## src/rtl/fetch_unit.sv

```systemverilog
// fetch_unit: fetch-queue front end; define FETCH_BTFN_PREDICT_EN for static
// backward-taken / JAL-taken prediction, otherwise the pc always advances by 4.
module fetch_unit #(
    parameter logic [31:0] RESET_PC = 32'h0000_0000,
    parameter int          DEPTH    = 4
) (
    input  logic        clk,
    input  logic        reset,
    output logic [31:0] imem_addr,
    input  logic [31:0] imem_data,
    input  logic        redirect_valid,
    input  logic [31:0] redirect_pc,
    output logic        out_valid,
    input  logic        out_ready,
    output logic [31:0] out_instr,
    output logic [31:0] out_pc,
    output logic        out_pred_taken
);
    localparam int AW = $clog2(DEPTH);
    localparam int CW = AW + 1;

    logic [31:0]   pc_q, pc_d;
    logic [AW-1:0] rd_q, rd_d, wr_q, wr_d;
    logic [CW-1:0] cnt_q, cnt_d;
    logic [31:0]   pc_mem    [DEPTH];
    logic [31:0]   instr_mem [DEPTH];
    logic          pred_mem  [DEPTH];
    logic          pop, push, pred;
    logic [31:0]   next_pc;

`ifdef FETCH_BTFN_PREDICT_EN
    logic        is_b, is_j;
    logic [31:0] b_imm, j_imm;
    always_comb begin
        is_b    = imem_data[6:0] == 7'b1100011 && imem_data[31];
        is_j    = imem_data[6:0] == 7'b1101111;
        b_imm   = {{20{imem_data[31]}}, imem_data[7], imem_data[30:25], imem_data[11:8], 1'b0};
        j_imm   = {{12{imem_data[31]}}, imem_data[19:12], imem_data[20], imem_data[30:21], 1'b0};
        pred    = is_b || is_j;
        next_pc = pc_q + (is_b ? b_imm : is_j ? j_imm : 32'd4);
    end
`else
    always_comb begin
        pred    = 1'b0;
        next_pc = pc_q + 32'd4;
    end
`endif

    assign imem_addr      = pc_q;
    assign out_valid      = cnt_q != '0;
    // Head fields are forced to zero when empty so they read 0 during reset.
    assign out_instr      = out_valid ? instr_mem[rd_q] : '0;
    assign out_pc         = out_valid ? pc_mem[rd_q] : '0;
    assign out_pred_taken = out_valid && pred_mem[rd_q];

    always_comb begin
        pop   = out_valid && out_ready && !redirect_valid;
        push  = !redirect_valid && (cnt_q != CW'(DEPTH) || pop);
        cnt_d = redirect_valid ? '0 : cnt_q + CW'(push) - CW'(pop);
        rd_d  = redirect_valid ? '0 : rd_q + AW'(pop);
        wr_d  = redirect_valid ? '0 : wr_q + AW'(push);
        pc_d  = redirect_valid ? (redirect_pc & ~32'd3) : push ? next_pc : pc_q;
    end

    always_ff @(posedge clk or posedge reset) begin
        if (reset) begin
            pc_q  <= RESET_PC;
            rd_q  <= '0;
            wr_q  <= '0;
            cnt_q <= '0;
        end else begin
            pc_q  <= pc_d;
            rd_q  <= rd_d;
            wr_q  <= wr_d;
            cnt_q <= cnt_d;
        end
    end

    // Payload storage needs no reset: count gates every read.
    always_ff @(posedge clk) begin
        if (push) begin
            pc_mem[wr_q]    <= pc_q;
            instr_mem[wr_q] <= imem_data;
            pred_mem[wr_q]  <= pred;
        end
    end
endmodule

```

## config.mk

```make
export PLATFORM = sky130hd
export DESIGN_NAME = fetch_unit
export DESIGN_NICKNAME = d
export VERILOG_FILES = /design/src/rtl/fetch_unit.sv
export SDC_FILE = /design/constraint.sdc
export NUM_CORES = 1
export LEC_CHECK = 0
export ABC_AREA = 0
export BUFFER_PORTS_ARGS = -buffer_cell sky130_fd_sc_hd__clkbuf_2
export CORE_ASPECT_RATIO = 0.9
export CORE_MARGIN = 1
export CORE_UTILIZATION = 43
export DETAILED_ROUTE_END_ITERATION = 6
export PLACE_DENSITY = 0.62
export SYNTH_ARGS = -nofsm -noshare
export SYNTH_HDL_FRONTEND = slang
export SYNTH_SLANG_ARGS = --single-unit
```

## constraint.sdc

```tcl
create_clock -name clk -period 8.3 [get_ports clk]
set_clock_uncertainty 0.1 [all_clocks]
set_input_delay 0.83 -clock clk [delete_from_list [all_inputs] [get_ports clk]]
set_output_delay 0.83 -clock clk [all_outputs]
set_load 0.005 [all_outputs]
```

==> results.sh <==
export IMPL_fraction_of_layout_instances_using_a_drive_strength_above_1_pct=35.6
export IMPL_layout_cells_excl_fill=1165
export IMPL_finalSetupViolCount=0
export IMPL_syn_area_per_cell_um2=18.4
export IMPL_grt_start_max_net_pins=65
export IMPL_period_needed_ns=3.94
export IMPL_switchingPower_w=0.000967
export IMPL_slew_headroom_pct=32.0
export IMPL_totalNegativeSetupSlack_ns=0
export IMPL_power_share_switching_pct=25.8
export IMPL_detailroute_via_count=6108
export IMPL_cellPowerDensity_mw_per_mm2=275
export IMPL_critical_path_start_type="flop"
export IMPL_hold_class="input port to async pin"
export IMPL_report_final_hold_viol_count=0
export IMPL_seq_area_frac_synth_pct=72.3
export IMPL_synthesis_area_mm2=0.0116
export IMPL_starting_density_of_the_core_pct=44.1
export IMPL_clkLatencyLatePin_ns=0.55
export IMPL_post_cts_setup_driven_buffer_insertion_count=0
export IMPL_vias_per_cell=5.24
export IMPL_antenna_found_initial=0
export IMPL_rows=56
export IMPL_post_cts_resize_count=0
export IMPL_grt_setup_unrepaired="false"
export IMPL_timing_final_max_slew_violations=0
export IMPL_groute_usage_overall_pct=17.1
export IMPL_worst_ep_required_ns=7.37
export IMPL_reported_max_cap_violation_count=0
export IMPL_place_detailed_instances=1114
export IMPL_synth_enable_flop_cells=248
export IMPL_achievable_frequency_ghz=0.254
export IMPL_drc=0
export IMPL_final_core_util_pct=51.9
export IMPL_power_report_internal_total_w=0.00278
export IMPL_post_drt_wl_per_cell_um=19.6
export IMPL_cts_sinks=285
export IMPL_worst_pin_slew_ns=1.02
export IMPL_chipHeight_um=158
export IMPL_p_leak_nw=4.94
export IMPL_drt_pass1_iterations=5
export IMPL_vdd_ir_drop_max_mv=0.122
export IMPL_synth_async_reset_ratio_pct=13.0
export IMPL_cp_max_fo=46
export IMPL_syn_instance_count=630
export IMPL_global_route_wire_length_before_repair_um=36000
export IMPL_number_of_warnings_reported_in_the_yosys_synthesis_log=0
export IMPL_hold_buffers=0
export IMPL_ys_ff_latch=285
export IMPL_netlist_cell_type_count=41
export IMPL_routed_wirelength_um=22900
export IMPL_place_gp_congestion=0.829
export IMPL_postSynth_topFlopCell="edfxtp_1"
export IMPL_final_period_utilization_pct=47.4
export IMPL_grt_overflow_total=0
export IMPL_run_status="complete, no violations"
export IMPL_cts_inserted_buffers=30
export IMPL_cts_htree_levels=1
export IMPL_port_buffer_count=158
export IMPL_first_global_vias=6464
export IMPL_die_width_um=175
export IMPL_ctsRootBufferMaster="clkbuf_16"
export IMPL_core_area_mm2=0.0263
export IMPL_post_drt_antenna_nets=0
export IMPL_path_class="flop to output pin"
export IMPL_endpoint_kind="output pin"
export IMPL_power_sequential_fraction_pct=47.9
export IMPL_clk_transition_reported_paths_ns=0.06
export IMPL_clockPowerShare_pct=32.9
export IMPL_cts_tree="built"
export IMPL_combinationalPowerShare_pct=19.2
export IMPL_drt_initial_drc_count=332
export IMPL_ctsLongestPathBuffers=3
export IMPL_antenna_cells_inserted=0
export IMPL_die_area_mm2=0.0276
export IMPL_arrival_ns=3.01
export IMPL_dp_hpwl_um=13700
export IMPL_fin_total_pwr_w=0.00375
export IMPL_final_stage_net_count=872
export IMPL_num_io_pins=166
export IMPL_flow_area_growth_from_synthesis_pct=17.8
[cell usage in the layout (no fill, tap or decap), types with 7 or more instances in the layout]
master / n
dfrtp_1: 35
nor2b_1: 26
clkinv_2: 9
nand4_1: 12
buf_4: 7
mux4_2: 62
nor2_1: 16
nand3_1: 15
inv_1: 8
o21ai_1: 9
clkbuf_16: 30
o21ai_0: 17
nand2_1: 34
edfxtp_1: 248
xnor2_1: 14
and2b_1: 39
clkbuf_2: 158
xor2_1: 17
[path summary, 6_finish.rpt]
| path | start | end | slack [ns] | cells past startpoint |
|---|---|---|---|---|
| max in group asynchronous | reset | rd_q[0] | 7.46 | 3 |
| min in group clk | redirect_pc[24] | imem_addr[24] | 0.39 | 3 |
| hold reg to reg | imem_addr[29] | pc_mem[0][29] | 0.49 | 0 |
| setup reg to reg | cnt_q[2] | instr_mem[1][16] | 5.34 | 7 |
| hold / removal | reset | imem_addr[17] | 0.27 | 3 |
| setup / recovery | rd_q[0] | out_pc[6] | 4.36 | 4 |
[through the flow]
stage,worst slack [ns],area (µm²),hold slack (ns)
after floorplan,2.29,11600,0.436
after global placement,4.70,12700,0.479
after detailed placement,4.60,12700,0.486
after CTS,4.25,13600,0.260
after global routing,4.09,13600,0.290
final,4.36,13600,0.266
[cells in the mapped netlist (all sizes together) (8+ instances only)]
| cell type | instances | share of area, % |
|---|---|---|
| and2b | 39 | 2.5 |
| buf | 16 | 0.93 |
| clkbuf | 17 | 0.64 |
| dfrtp | 37 | 8.0 |
| edfxtp | 248 | 64 |
| inv | 8 | 0.26 |
| mux4 | 62 | 12 |
| nand2 | 35 | 1.2 |
| nand3 | 15 | 0.65 |
| nand4 | 14 | 0.94 |
| nor2 | 18 | 0.58 |
| nor2b | 26 | 1.4 |
| o21ai | 26 | 1.1 |
| xnor2 | 14 | 1.1 |
| xor2 | 17 | 1.3 |
[sequential cells by signal (all words and copies together), names as in the netlist]
| register | flops |
|---|---|
| cnt_q | 3 |
| rd_q | 2 |
| pc_mem | 120 |
| imem_addr | 30 |
| instr_mem | 128 |
| wr_q | 2 |
[cell families after synthesis]
family,after synthesis,share of synthesized area (%)
buf+inv,41,1.83
xor+xnor,31,2.34
simple gates,168,8.66
flops,285,72.3
fa+ha+maj,6,0.713
other cells,1,0.0324
mux,68,12.6
compound gates,30,1.52
[per-layer routing]
metal / vias up / global-route usage (%) / wire, µm
met1: 3087 / 24.0 / 10300
met4: 0 / 3.56 / 335
met2: 233 / 28.0 / 10800
met3: 30 / 3.17 / 1460
li1: 2758 / - / -
met5: - / 0 / 0
[area by class of cell]
type	count	area, µm²
repair buffers	165	843
clock inverters	16	144
multi-input cells	308	3050
fillers	2189	12600
inverters	8	30.0
flip-flops and latches	285	8380
clock buffers	35	769
well taps	348	435
[power by group through the flow]
stage	Combinational (W)	Sequential, W	Clock (W)
4_1_cts	0.000748	0.00180	0.00127
3_3_place_gp	0.000738	0.00182	0
6_report	0.000721	0.00180	0.00123
5_1_grt	0.000804	0.00181	0.00132
2_1_floorplan	0.000455	0.00179	0
3_5_place_dp	0.000746	0.00183	0
[critical path, stage by stage, from the launching register on]
cell and delay, ns:
dfrtp_4 0.66, buf_4 0.81, mux4_2 0.59, and2b_1 0.21, clkbuf_2 0.13
Power figures use the tool's default switching activity.
